`config.mk`:
```
export PLATFORM = sky130hd
export DESIGN_NAME = wb_mem_arbiter
export DESIGN_NICKNAME = d
export VERILOG_FILES = /design/src/rtl/wb_mem_arbiter.sv
export SDC_FILE = /design/constraint.sdc
export NUM_CORES = 1
export LEC_CHECK = 0
export BUFFER_PORTS_ARGS = -buffer_cell sky130_fd_sc_hd__buf_4
export CAP_MARGIN = 20
export CORE_UTILIZATION = 25
export DETAILED_ROUTE_END_ITERATION = 8
export PLACE_DENSITY = 0.53
export SYNTH_ARGS = -nofsm -noshare
export SYNTH_HDL_FRONTEND = slang
export SYNTH_SLANG_ARGS = --single-unit
```
`constraint.sdc`:
```
create_clock -name clk_i -period 3.5 [get_ports clk_i]
set_input_delay 0.7 -clock clk_i [delete_from_list [all_inputs] [get_ports clk_i]]
set_output_delay 0.7 -clock clk_i [all_outputs]
set_load 0.005 [all_outputs]
```
`src/rtl/wb_mem_arbiter.sv`:
```
// wb_mem_arbiter
// Shares one Wishbone B4 classic master between the instruction-fetch port
// (read-only) and the data-memory port (load/store). One request is latched
// at a time, its bus cycle is run to ack/err/timeout, and a one-cycle done
// pulse is returned to the granted port with read data or an error flag.
//
// Ports:
//   clk_i, rst_i                 clock, synchronous active-high reset
//   imem_req_i/addr_i            fetch request (level, held until done)
//   imem_rdata_o/done_o/err_o    fetch result, done is a 1-cycle pulse
//   dmem_req_i/we_i/addr_i/
//   dmem_wdata_i/sel_i           data request (level, held until done)
//   dmem_rdata_o/done_o/err_o    data result, done is a 1-cycle pulse
//   wb_cyc_o/stb_o/we_o/adr_o/
//   wb_dat_o/sel_o               Wishbone master outputs (all registered)
//   wb_dat_i/ack_i/err_i         Wishbone slave responses
//   busy_o                       high whenever the FSM is not idle
//
// Handshake: a port raises req with its fields stable and keeps them until it
// sees its done pulse. The bus side is classic Wishbone: cyc/stb stay high
// with constant fields until the slave answers with ack or err; responses
// seen while no cycle is running are ignored.
module wb_mem_arbiter #(
  parameter int TIMEOUT_CYCLES = 255
) (
  input  logic        clk_i,
  input  logic        rst_i,
  input  logic        imem_req_i,
  input  logic [31:0] imem_addr_i,
  output logic [31:0] imem_rdata_o,
  output logic        imem_done_o,
  output logic        imem_err_o,
  input  logic        dmem_req_i,
  input  logic        dmem_we_i,
  input  logic [31:0] dmem_addr_i,
  input  logic [31:0] dmem_wdata_i,
  input  logic [3:0]  dmem_sel_i,
  output logic [31:0] dmem_rdata_o,
  output logic        dmem_done_o,
  output logic        dmem_err_o,
  output logic        wb_cyc_o,
  output logic        wb_stb_o,
  output logic        wb_we_o,
  output logic [31:0] wb_adr_o,
  output logic [31:0] wb_dat_o,
  output logic [3:0]  wb_sel_o,
  input  logic [31:0] wb_dat_i,
  input  logic        wb_ack_i,
  input  logic        wb_err_i,
  output logic        busy_o
);

  // A zero timeout still needs a legal counter width; the comparison is
  // disabled in that case so the counter value never matters.
  localparam int CW = (TIMEOUT_CYCLES > 0) ? $clog2(TIMEOUT_CYCLES + 1) : 1;
  localparam logic [CW-1:0] TO_LAST = (TIMEOUT_CYCLES > 0) ? CW'(TIMEOUT_CYCLES - 1) : '0;

  typedef enum logic [1:0] {
    IDLE     = 2'd0,
    BUS_IMEM = 2'd1,
    BUS_DMEM = 2'd2,
    DONE     = 2'd3
  } state_t;

  state_t        state_q;
  logic [CW-1:0] tcnt_q;
  logic          last_dmem_q;   // 1 = dmem was served last
  logic          gnt_dmem_q;    // port owning the current transaction
  logic          cyc_q;
  logic          we_q;
  logic [31:0]   adr_q;
  logic [31:0]   dat_q;
  logic [3:0]    sel_q;
  logic [31:0]   imem_rdata_q;
  logic [31:0]   dmem_rdata_q;
  logic          imem_done_q;
  logic          imem_err_q;
  logic          dmem_done_q;
  logic          dmem_err_q;
  logic          busy_q;

  logic          gnt_dmem_d;
  logic          timeout_hit;
  logic          bus_err;
  logic          bus_end;

  always_comb begin
    // Alone, a port always wins; on a conflict the port not served last wins.
    gnt_dmem_d  = dmem_req_i && (!imem_req_i || !last_dmem_q);
    // A response in the final allowed cycle beats the timeout.
    timeout_hit = (TIMEOUT_CYCLES != 0) && (tcnt_q == TO_LAST) && !wb_ack_i && !wb_err_i;
    bus_err     = wb_err_i || timeout_hit;
    bus_end     = wb_ack_i || bus_err;
  end

  always_ff @(posedge clk_i) begin
    if (rst_i) begin
      state_q      <= IDLE;
      tcnt_q       <= '0;
      last_dmem_q  <= 1'b0;
      gnt_dmem_q   <= 1'b0;
      cyc_q        <= 1'b0;
      we_q         <= 1'b0;
      adr_q        <= '0;
      dat_q        <= '0;
      sel_q        <= '0;
      imem_rdata_q <= '0;
      dmem_rdata_q <= '0;
      imem_done_q  <= 1'b0;
      imem_err_q   <= 1'b0;
      dmem_done_q  <= 1'b0;
      dmem_err_q   <= 1'b0;
      busy_q       <= 1'b0;
    end else begin
      case (state_q)
        IDLE: begin
          if (imem_req_i || dmem_req_i) begin
            gnt_dmem_q <= gnt_dmem_d;
            cyc_q      <= 1'b1;
            busy_q     <= 1'b1;
            tcnt_q     <= '0;
            if (gnt_dmem_d) begin
              we_q    <= dmem_we_i;
              adr_q   <= dmem_addr_i;
              dat_q   <= dmem_wdata_i;
              sel_q   <= dmem_sel_i;
              state_q <= BUS_DMEM;
            end else begin
              we_q    <= 1'b0;
              adr_q   <= imem_addr_i;
              dat_q   <= '0;
              sel_q   <= 4'hF;
              state_q <= BUS_IMEM;
            end
          end
        end
        BUS_IMEM, BUS_DMEM: begin
          if (bus_end) begin
            cyc_q   <= 1'b0;
            state_q <= DONE;
            // Read data is only taken on a clean ack; an error keeps the old word.
            if (state_q == BUS_DMEM) begin
              dmem_done_q <= 1'b1;
              dmem_err_q  <= bus_err;
              if (!bus_err) dmem_rdata_q <= wb_dat_i;
            end else begin
              imem_done_q <= 1'b1;
              imem_err_q  <= bus_err;
              if (!bus_err) imem_rdata_q <= wb_dat_i;
            end
          end else begin
            tcnt_q <= tcnt_q + 1'b1;
          end
        end
        DONE: begin
          imem_done_q <= 1'b0;
          imem_err_q  <= 1'b0;
          dmem_done_q <= 1'b0;
          dmem_err_q  <= 1'b0;
          busy_q      <= 1'b0;
          last_dmem_q <= gnt_dmem_q;
          state_q     <= IDLE;
        end
        default: state_q <= IDLE;
      endcase
    end
  end

  assign imem_rdata_o = imem_rdata_q;
  assign imem_done_o  = imem_done_q;
  assign imem_err_o   = imem_err_q;
  assign dmem_rdata_o = dmem_rdata_q;
  assign dmem_done_o  = dmem_done_q;
  assign dmem_err_o   = dmem_err_q;
  assign wb_cyc_o     = cyc_q;
  assign wb_stb_o     = cyc_q;
  assign wb_we_o      = we_q;
  assign wb_adr_o     = adr_q;
  assign wb_dat_o     = dat_q;
  assign wb_sel_o     = sel_q;
  assign busy_o       = busy_q;

endmodule
```
==> flow_summary.ini, run 1 <==
[timing]
rsz0062_at_grt = false
worst-slew-pin-transition_ns = 0.7268
fin_worst_skew_ns = 0.009353
finalCriticalPeriod_ns = 2.276
hold_viol_final = 0
maxSlewHeadroom = 0.5117
setup_viol = 0
fin_setup_tns_ns = 0
finalCritPeriodShare = 0.6504
max_freq_mhz = 439.3
finalMaxSlewViolations = 0

[grt]
grt_pass1_wl_mm = 29.39
grt_pass1_vias = 5389
overflow = 0
track_usage = 0.1553
grt_max_degree = 56
antenna_found_initial = 0

[synth]
ys_seq_elements = 151
syn-cell-area_um2 = 5856
synthFlopType = dfxtp_1
synth-adder-area-share = 0.01282
yosysWarningCount = 0
syn_inst = 678
yosysTopAreaCell = dfxtp_1
syn_nets = 823
yosys-top-cells-area = dfxtp_1, nand2_1, a21oi_1, mux2i_1, nor2_1
synth-xor-area-share = 0
synth_cell_types = 40
async_reset_ff_frac = 0
syn_area_per_cell_um2 = 8.637
synthMuxAreaShare = 0.05833
synth_top_family_by_area = compound AO/OA/AOI/OAI gates
netlist.area_leader.share = 0.5162
synth-compound-area-share = 0.1887
synth_edf_count = 0
synthSimpleGateAreaFrac = 0.1797
synth-seq-area-share = 0.5162

[min_path]
hp-start = imem_rdata_o[28]$_SDFFE_PP0P_
hold_path.class = reg -> reg
whs_path_depth = 2
min_to = imem_rdata_o[28]$_SDFFE_PP0P_

[placement]
hpwl_mm = 13.38
portBuffers = 278
gp_congestion = 0.7376

[floorplan]
initial_core_util = 0.2571
ios = 279
die_y_um = 155.0
fp-row-count = 55
die_w_um = 155.0
core_um2 = 22780
die_area_um2 = 24040

[finish]
layout-drive-gt1-share = 0.3457
fin_nets = 1078
syn_to_final_growth_pct = 50.28
diodes = 0

[clock_network]
post-cts-setup-buffers = 0
cts_max_level = 4
cts_tree = done
clk_pin_slew_worst_paths_ns = 0.06
post_cts_resized = 0
cts_hold_buf = 0
clkSinkCount = 151
clk_latency_ns = 0.41
cts_buffers = 17
cts_max_path_buffers = 2
root_buffer = clkbuf_16

[worst_setup_path]
worstPathArrival_ns = 2.60
cp_max_fo = 36
worst_path_max_delay_cell = nor2_4
crit_chain = inv_1 > ha_1 > inv_1 > nor2_4 > buf_12 > nor2_1 > a211oi_1
crit_top_cell = inv_1
reg2reg_slack_ns = 1.22
r2r_start = state_q[0]$_SDFFE_PP0P_
start_kind = flop
worst_ep_required_time_ns = 3.82
r2r_cells = 7
critical_path_class = reg -> reg
end_kind = flop
cpPeakStageDelay_ns = 0.60
reg2reg_to = wb_adr_o[27]$_SDFFE_PP0P_

[flow_run]
drv_cap = 0

[routing]
viasPerCell = 4.465
vias = 5622
drtIter0Drc = 240
final_antenna_net_count = 0
drc = 0
drtPass1Iterations = 5
post_drt_wl_per_cell_um = 14.97
drt_wl_total_mm = 18.85

[pwr]
power_density_nw_per_um2 = 676.4
ir_drop_mv = 0.2469
p_leak_nw = 3.803
finalPower_mw = 5.952

[outcome]
outcome = completed
worst max path at each step:
stage                                  startpoint                         to  slack (ns)
after global routing      state_q[0]$_SDFFE_PP0P_   wb_adr_o[8]$_SDFFE_PP0P_        0.97
after detailed placement  state_q[0]$_SDFFE_PP0P_  wb_adr_o[27]$_SDFFE_PP0P_        1.25
after floorplan                          wb_ack_i     tcnt_q[7]$_SDFFE_PP0P_        1.60
after CTS                 state_q[0]$_SDFFE_PP0P_  wb_adr_o[27]$_SDFFE_PP0P_        1.20
after global placement    state_q[0]$_SDFFE_PP0P_   wb_adr_o[6]$_SDFFE_PP0P_        1.31
final                     state_q[0]$_SDFFE_PP0P_  wb_adr_o[27]$_SDFFE_PP0P_        1.22
cell families after synthesis:
family          Yosys count
mux                      34
simple gates            255
buf+inv                  59
compound gates          173
fa+ha+maj                 6
flops                   151
worst max-delay path, delay by kind of cell (launching register included):
family                   cells  cell delay, ns
buffers and inverters        3            0.57
flip-flops                   1            0.32
AO/OA/AOI/OAI                1            0.21
adder cells (fa/ha/maj)      1            0.42
AND/OR/NAND/NOR              2            0.66
flip-flops by register name, summed over array words and instances, names as in the netlist, 2 cells and up:
signal / count
state_q: 2
imem_rdata_o: 32
wb_sel_o: 4
wb_adr_o: 32
wb_dat_o: 32
dmem_rdata_o: 32
tcnt_q: 8
per-stage QoR:
step                  util  hold WS, ns  cell area (µm²)  worst slack (ns)  cells
finish              0.3863       0.4536             8800             1.224   1259
global route        0.3863       0.4731             8800            0.9674   1259
CTS                 0.3863       0.4561             8800             1.197   1259
detailed placement  0.3605       0.4469             8212             1.246   1227
global placement    0.3605       0.4428             8212             1.310   1227
floorplan                -       0.4360             5856             1.596    678
power by group:
part	internal [mW]	switching (mW)
sequential	2.05	0.189
combinational	0.872	1.01
clock	1.08	0.752
total	4.00	1.95
area by class of cell:
type / instances / area, µm²
fill: 2348 / 13980
clock inverter: 12 / 141.4
clock buffer: 20 / 446.7
inverter: 7 / 26.28
tap: 313 / 391.6
sequential: 151 / 3023
multi-input combinational: 468 / 2596
timing repair buffer: 288 / 2175
Yosys cell counts, types with 5 or more instances:
cell type / count
a211oi_1: 34
a21oi_1: 74
a22oi_1: 33
buf_2: 15
buf_4: 5
clkbuf_1: 32
dfxtp_1: 151
ha_1: 6
inv_1: 7
mux2i_1: 33
nand2_1: 134
nand2b_1: 5
nor2_1: 87
nor3_1: 10
o21ai_0: 9
layout by cell type, fill, tap and decap left out, drive strengths merged, types with 2 or more instances in the layout:
| cell type | Yosys | layout |
|---|---|---|
| nand4 | 2 | 2 |
| a21o | 2 | 2 |
| a211oi | 34 | 34 |
| a21oi | 74 | 74 |
| clkinv | 0 | 5 |
| and2 | 2 | 2 |
| clkinvlp | 0 | 2 |
| nor3 | 10 | 10 |
| nor4 | 2 | 2 |
| a31oi | 4 | 4 |
| dfxtp | 151 | 151 |
| nand2b | 5 | 5 |
| o211ai | 3 | 3 |
| o31ai | 3 | 3 |
| a22oi | 33 | 33 |
| nor2 | 87 | 87 |
| nand3 | 5 | 5 |
| or4 | 3 | 3 |
| buf | 20 | 288 |
| mux2i | 33 | 33 |
| nand2 | 134 | 134 |
| o22a | 4 | 4 |
| ha | 6 | 6 |
| clkbuf | 32 | 20 |
| inv | 7 | 10 |
| o21ai | 10 | 10 |
| and3 | 2 | 2 |
| bufinv | 0 | 2 |
layer usage:
layer | GRT usage | share of wire | vias up
met2 | 0.2709 | 0.51 | 131
met4 | 0.04903 | 0.018 | 0
met3 | 0.03426 | 0.041 | 22
met1 | 0.1891 | 0.43 | 2620
met5 | 0 | 0 | -
li1 | - | - | 2849
No activity file was read; power rests on OpenSTA's default activity.
==> inputs of run 2 (changes only) <==
PLACE_DENSITY = 0.55   (was 0.53)
clock period = 2 ns   (was 3.5 ns; I/O delays follow)
==> run 2 against run 1 <==
  * Worst hold slack worse by 0.22 ns
  * Utilization is 0.70 points higher
  * Register-to-register slack worse by 1.1 ns
  * Largest power group unchanged
  * Largest cell class unchanged
  * Worst setup slack worse by 1.1 ns
  * Clock power is 81% higher
  * Sequential cell count stayed put
  * Critical path type unchanged
==> flow_summary.ini, run 2 (synthesized netlist as in run 1, its figures left out) <==
[floorplan]
die_w_um = 155.0
fp-row-count = 55
initial_core_util = 0.2571
die_y_um = 155.0
ios = 279
die_area_um2 = 24040
core_um2 = 22780

[pwr]
finalPower_mw = 10.66
internal-power_mw = 7.273
sequentialPowerShare = 0.366
switchingPower_mw = 3.387
p_leak_nw = 3.880
power_density_nw_per_um2 = 1190
p_comb_frac = 0.324
p_sw_frac = 0.3177
power_frac_clock = 0.310
ir_drop_mv = 0.5213

[worst_setup_path]
start_kind = flop
end_kind = flop
worstPathArrival_ns = 2.20
cpPeakStageDelay_ns = 0.54
critical_path_class = reg -> reg
worst_ep_required_time_ns = 2.30
worst_path_max_delay_cell = or3b_2
crit_chain = inv_1 > ha_2 > or3b_2 > o211ai_1 > nor4_1 > o22a_1
cp_max_fo = 6

[clock_network]
cts_buffers = 17
cts_max_level = 4
clk_latency_ns = 0.42
clkSinkCount = 151
cts_max_path_buffers = 2
cts_hold_buf = 0
post-cts-setup-buffers = 0
cts_tree = done
clk_pin_slew_worst_paths_ns = 0.06
root_buffer = clkbuf_16

[finish]
layout_common_cells = buf_4, dfxtp_1, nand2_1
final_common_cell = buf_4
fill_cells = 2361
syn_to_final_growth_pct = 53.01
multiInputGateArea_um2 = 2599
diodes = 0
layout-drive-gt1-share = 0.3518
fin_nets = 1088
regArea_um2 = 3023

[grt]
grt_pass1_vias = 5381
grt_max_degree = 71
track_usage = 0.1515
grt_pass1_wl_mm = 28.66
overflow = 0
antenna_found_initial = 0

[routing]
vias = 5622
drtPass1Iterations = 4
drt_wl_total_mm = 18.43
post_drt_wl_per_cell_um = 14.53
drtIter0Drc = 231
viasPerCell = 4.434
drc = 0
final_antenna_net_count = 0

[timing]
setup_viol = 0
rsz0062_at_grt = false
fin_worst_skew_ns = 0.009595
worst-slew-pin-transition_ns = 0.6365
maxSlewHeadroom = 0.5757
finalCritPeriodShare = 0.9497
max_freq_mhz = 526.5
finalCriticalPeriod_ns = 1.899
fin_setup_tns_ns = 0
hold_viol_final = 0
finalMaxSlewViolations = 0

[placement]
portBuffers = 278
hpwl_mm = 12.96
gp_congestion = 0.7418

[flow_run]
drv_cap = 0

[outcome]
outcome = completed

[min_path]
hold_path.class = in -> reg
==> run 2: layout make-up <==
| cell class | count | share of cell area |
|---|---|---|
| flip-flops and latches | 151 | 0.3374 |
| inverters | 7 | 0.002933 |
| repair buffers | 298 | 0.2595 |
| well taps | 313 | 0.04371 |
| clock inverters | 10 | 0.01620 |
| clock buffers | 21 | 0.05027 |
| multi-input cells | 468 | 0.2900 |
==> run 2: path summary, 6_finish.rpt <==
kind                                                     from                            end  slack (ns)  cells after the start
worst max-delay path                  state_q[0]$_SDFFE_PP0P_         tcnt_q[5]$_SDFFE_PP0P_        0.10                      6
worst max register to register        state_q[0]$_SDFFE_PP0P_         tcnt_q[5]$_SDFFE_PP0P_        0.10                      6
worst min register to register  dmem_rdata_o[30]$_SDFFE_PP0P_  dmem_rdata_o[30]$_SDFFE_PP0P_        0.45                      2
worst min-delay path                         dmem_wdata_i[12]      wb_dat_o[12]$_SDFFE_PP0P_        0.23                      3
==> run 2: timing repair <==
item,4_1_cts,5_1_grt
hold endpoints to repair,0,0
setup endpoints to repair,0,5
resized for setup,0,1
==> run 2: power by group through the flow <==
stage / logic [mW] / clock network [mW] / registers [mW]
global placement: 3.47 / 0 / 3.95
detailed placement: 3.48 / 0 / 3.96
global route: 3.82 / 3.55 / 3.98
finish: 3.45 / 3.31 / 3.90
floorplan: 1.70 / 0 / 3.99
CTS: 3.49 / 3.40 / 3.91
==> run 2: worst max-delay path, delay by kind of cell (launching register included) <==
kind	cells	cell delay (ns)
buffers and inverters	1	0.08
adder cells (fa/ha/maj)	1	0.24
AND/OR/NAND/NOR	2	0.66
flip-flops	1	0.32
AO/OA/AOI/OAI	2	0.49
==> run 2: metal layers <==
metal / track usage / vias to the layer above / share of wire
li1: - / 2876 / -
met1: 0.1828 / 2582 / 0.44
met2: 0.2540 / 142 / 0.49
met3: 0.03844 / 22 / 0.049
met4: 0.06648 / 0 / 0.024
met5: 0 / - / 0
==> run 2: metrics by stage <==
step	hold WS (ns)	cell area, µm²	utilization	setup slack (ns)	cells
floorplan	0.4360	5856	-	0.2139	678
global placement	0.4428	8362	0.3671	0.1465	1237
detailed placement	0.4469	8362	0.3671	0.1112	1237
CTS	0.2096	8957	0.3932	0.08360	1268
global route	0.2190	8960	0.3934	0.02642	1268
finish	0.2303	8960	0.3934	0.1005	1268
==> inputs of run 3 (changes only) <==
ABC_AREA = 1   (was default)
==> run 3 against run 2 <==
  * Clock power shrank 2%
  * Final cell count grew 7.6%
  * Global-route usage grew 0.46 points
  * Design area shrank 0.95%
  * Largest power group unchanged
  * Critical path depth grew 2
  * Sequential share of layout area grew 0.32 points
  * Clock skew grew 0.0046 ns
  * Worst setup slack gained 0.098 ns
  * Count of clock-buffer cells in the layout shrank 2
==> flow_summary.ini, run 3 <==
[outcome]
outcome = completed

[timing]
fin_setup_tns_ns = 0
finalCritPeriodShare = 0.9009
finalCriticalPeriod_ns = 1.802
finalWorstSetupSlack_ns = 0.1983
finalMaxSlewViolations = 0
setup_viol = 0
worst-slew-pin-transition_ns = 0.5097
max_freq_mhz = 555.0
hold_viol_final = 0
fin_worst_skew_ns = 0.01419
rsz0062_at_grt = false
maxSlewHeadroom = 0.6602

[worst_setup_path]
r2r_start = state_q[1]$_SDFFE_PP0P_
startpoint = state_q[1]$_SDFFE_PP0P_
end_kind = flop
reg2reg_to = tcnt_q[7]$_SDFFE_PP0P_
critical_path_class = reg -> reg
start_kind = flop
reg2reg_slack_ns = 0.20
cp-endpoint = tcnt_q[7]$_SDFFE_PP0P_
worst_ep_required_time_ns = 2.31
worstPathArrival_ns = 2.11
r2r_cells = 8
cp_max_fo = 11

[floorplan]
fp-row-count = 55
initial_core_util = 0.2577
die_w_um = 155.5
die_y_um = 155.5
ios = 279
die_area_um2 = 24160
core_um2 = 22850

[synth]
synth_cell_types = 27
synthSimpleGateAreaFrac = 0.2425
synth-adder-area-share = 0.01275
async_reset_ff_frac = 0
yosysTopAreaCell = dfxtp_1
synth-xor-area-share = 0
synthMuxAreaShare = 0
yosys-top-cells-area = dfxtp_1, nand2_1, nor2_1, o21ai_0, a21oi_1
synth_most_common_cell = nand2_1
synth_edf_count = 0
synthTopCellsByCount = nand2_1, dfxtp_1, nor2_1
yosysWarningCount = 0
synth_top_family_by_area = simple AND/OR/NAND/NOR gates
synth-compound-area-share = 0.1717
synthFlopType = dfxtp_1
syn_area_per_cell_um2 = 7.576
synth-seq-area-share = 0.5135
syn_nets = 922
syn_inst = 777
ys_seq_elements = 151
netlist.area_leader.share = 0.5135
syn-cell-area_um2 = 5887

[routing]
final_antenna_net_count = 0
vias = 5968
post_drt_wl_per_cell_um = 14.02
drtPass1Iterations = 4
viasPerCell = 4.372
drtIter0Drc = 294
drc = 0
drt_wl_total_mm = 19.14

[clock_network]
root_buffer = clkbuf_16
clkSinkCount = 151
cts_buffers = 17
clk_pin_slew_worst_paths_ns = 0.07
cts_max_level = 4
cts_max_path_buffers = 2
clk_latency_ns = 0.43
cts_tree = done
cts_hold_buf = 0

[placement]
hpwl_mm = 12.95
dp_worst_setup_slack_ns = 0.1708
placed_area_um2 = 8267
portBuffers = 278
gp_congestion = 0.8269

[flow_run]
drv_cap = 0

[min_path]
hold_path.class = in -> reg

[finish]
final_area_um2 = 8875
syn_to_final_growth_pct = 50.75
final_common_cell = buf_4
final_util = 0.3884
layout_common_cells = buf_4, nand2_1, dfxtp_1
fin_nets = 1184
diodes = 0
layout-drive-gt1-share = 0.3260

[pwr]
switchingPower_mw = 3.799
internal-power_mw = 7.256
power_density_nw_per_um2 = 1246
p_sw_frac = 0.3437
p_leak_nw = 4.136
sequentialPowerShare = 0.367
ir_drop_mv = 0.5444
p_comb_frac = 0.341
power_frac_clock = 0.292

[grt]
antenna_found_initial = 0
grt_max_degree = 109
overflow = 0
track_usage = 0.1561
grt_pass1_wl_mm = 29.81
grt_pass1_vias = 5722
==> run 3: changes by cell type in the layout (fill, tap and decap cells not counted), moves of 12 or more <==
| cell | change |
|---|---|
| inv_1 | +14 |
| o21ai_1 | +12 |
| nand2_1 | +42 |
| a22oi_1 | -33 |
| nor2_1 | +63 |
| a31oi_1 | +28 |
| a211oi_1 | -34 |
| mux2i_1 | -33 |
| o21ai_0 | +79 |
| nand3_1 | +16 |
| a21oi_1 | -26 |
==> run 3: repair_timing <==
item | CTS | global route
gates resized for setup | 0 | 2
endpoints found under the hold margin | 0 | 0
endpoints found under the setup margin | 0 | 3
setup buffers | 0 | 3
==> run 3: worst min path at each step <==
stage	start	endpoint	slack (ns)	cells past startpoint
after floorplan	gnt_dmem_q$_SDFFE_PP0P_	gnt_dmem_q$_SDFFE_PP0P_	0.44	2
after global placement	wb_dat_o[17]$_SDFFE_PP0P_	wb_dat_o[17]$_SDFFE_PP0P_	0.45	2
after detailed placement	wb_dat_o[4]$_SDFFE_PP0P_	wb_dat_o[4]$_SDFFE_PP0P_	0.46	2
after CTS	wb_dat_i[8]	imem_rdata_o[8]$_SDFFE_PP0P_	0.19	3
after global routing	wb_dat_i[10]	imem_rdata_o[10]$_SDFFE_PP0P_	0.20	3
final	wb_dat_i[10]	dmem_rdata_o[10]$_SDFFE_PP0P_	0.21	3
==> run 3: cells by family after synthesis <==
family,count (synthesis)
fa+ha+maj,6
flops,151
buf+inv,76
compound gates,186
simple gates,358
==> run 3: stage by stage <==
| step | cells | power [mW] | hold WS (ns) |
|---|---|---|---|
| after global routing | 1365 | 11.81 | 0.1952 |
| after global placement | 1330 | 7.844 | 0.4530 |
| after detailed placement | 1330 | 7.852 | 0.4563 |
| final | 1365 | 11.05 | 0.2108 |
| after CTS | 1362 | 11.15 | 0.1867 |
| after floorplan | 777 | 6.079 | 0.4449 |
==> run 3: layout make-up <==
| type | count | area (µm²) |
|---|---|---|
| Multi-Input combinational cell | 550 | 2520 |
| Fill cell | 2419 | 13970 |
| Sequential cell | 151 | 3023 |
| Timing Repair Buffer | 295 | 2265 |
| Tap cell | 313 | 391.6 |
| Clock buffer | 19 | 452.9 |
| Clock inverter | 13 | 130.1 |
| Inverter | 24 | 92.59 |
==> run 3: power by group through the flow <==
| stage | clock network [mW] | registers (mW) | logic [mW] |
|---|---|---|---|
| finish | 3.23 | 4.06 | 3.77 |
| detailed placement | 0 | 4.11 | 3.75 |
| floorplan | 0 | 4.11 | 1.97 |
| global route | 3.47 | 4.14 | 4.20 |
| CTS | 3.34 | 4.06 | 3.76 |
| global placement | 0 | 4.10 | 3.74 |
==> run 3: layer usage <==
layer  up-vias  track usage  wire length (µm)
met4         0      0.04388               239
li1       3061            -                 -
met5         -            0                 0
met3        15      0.05543              1550
met2       214       0.2524              8657
met1      2678       0.1949              8690
==> run 3: critical path: stages (launching register included) <==
cell	delay (ns)
dfxtp_1	0.41
inv_1	0.06
ha_1	0.44
nor2_1	0.11
a21oi_4	0.28
buf_4	0.20
nand3_1	0.08
nand2_1	0.07
nor2_1	0.04
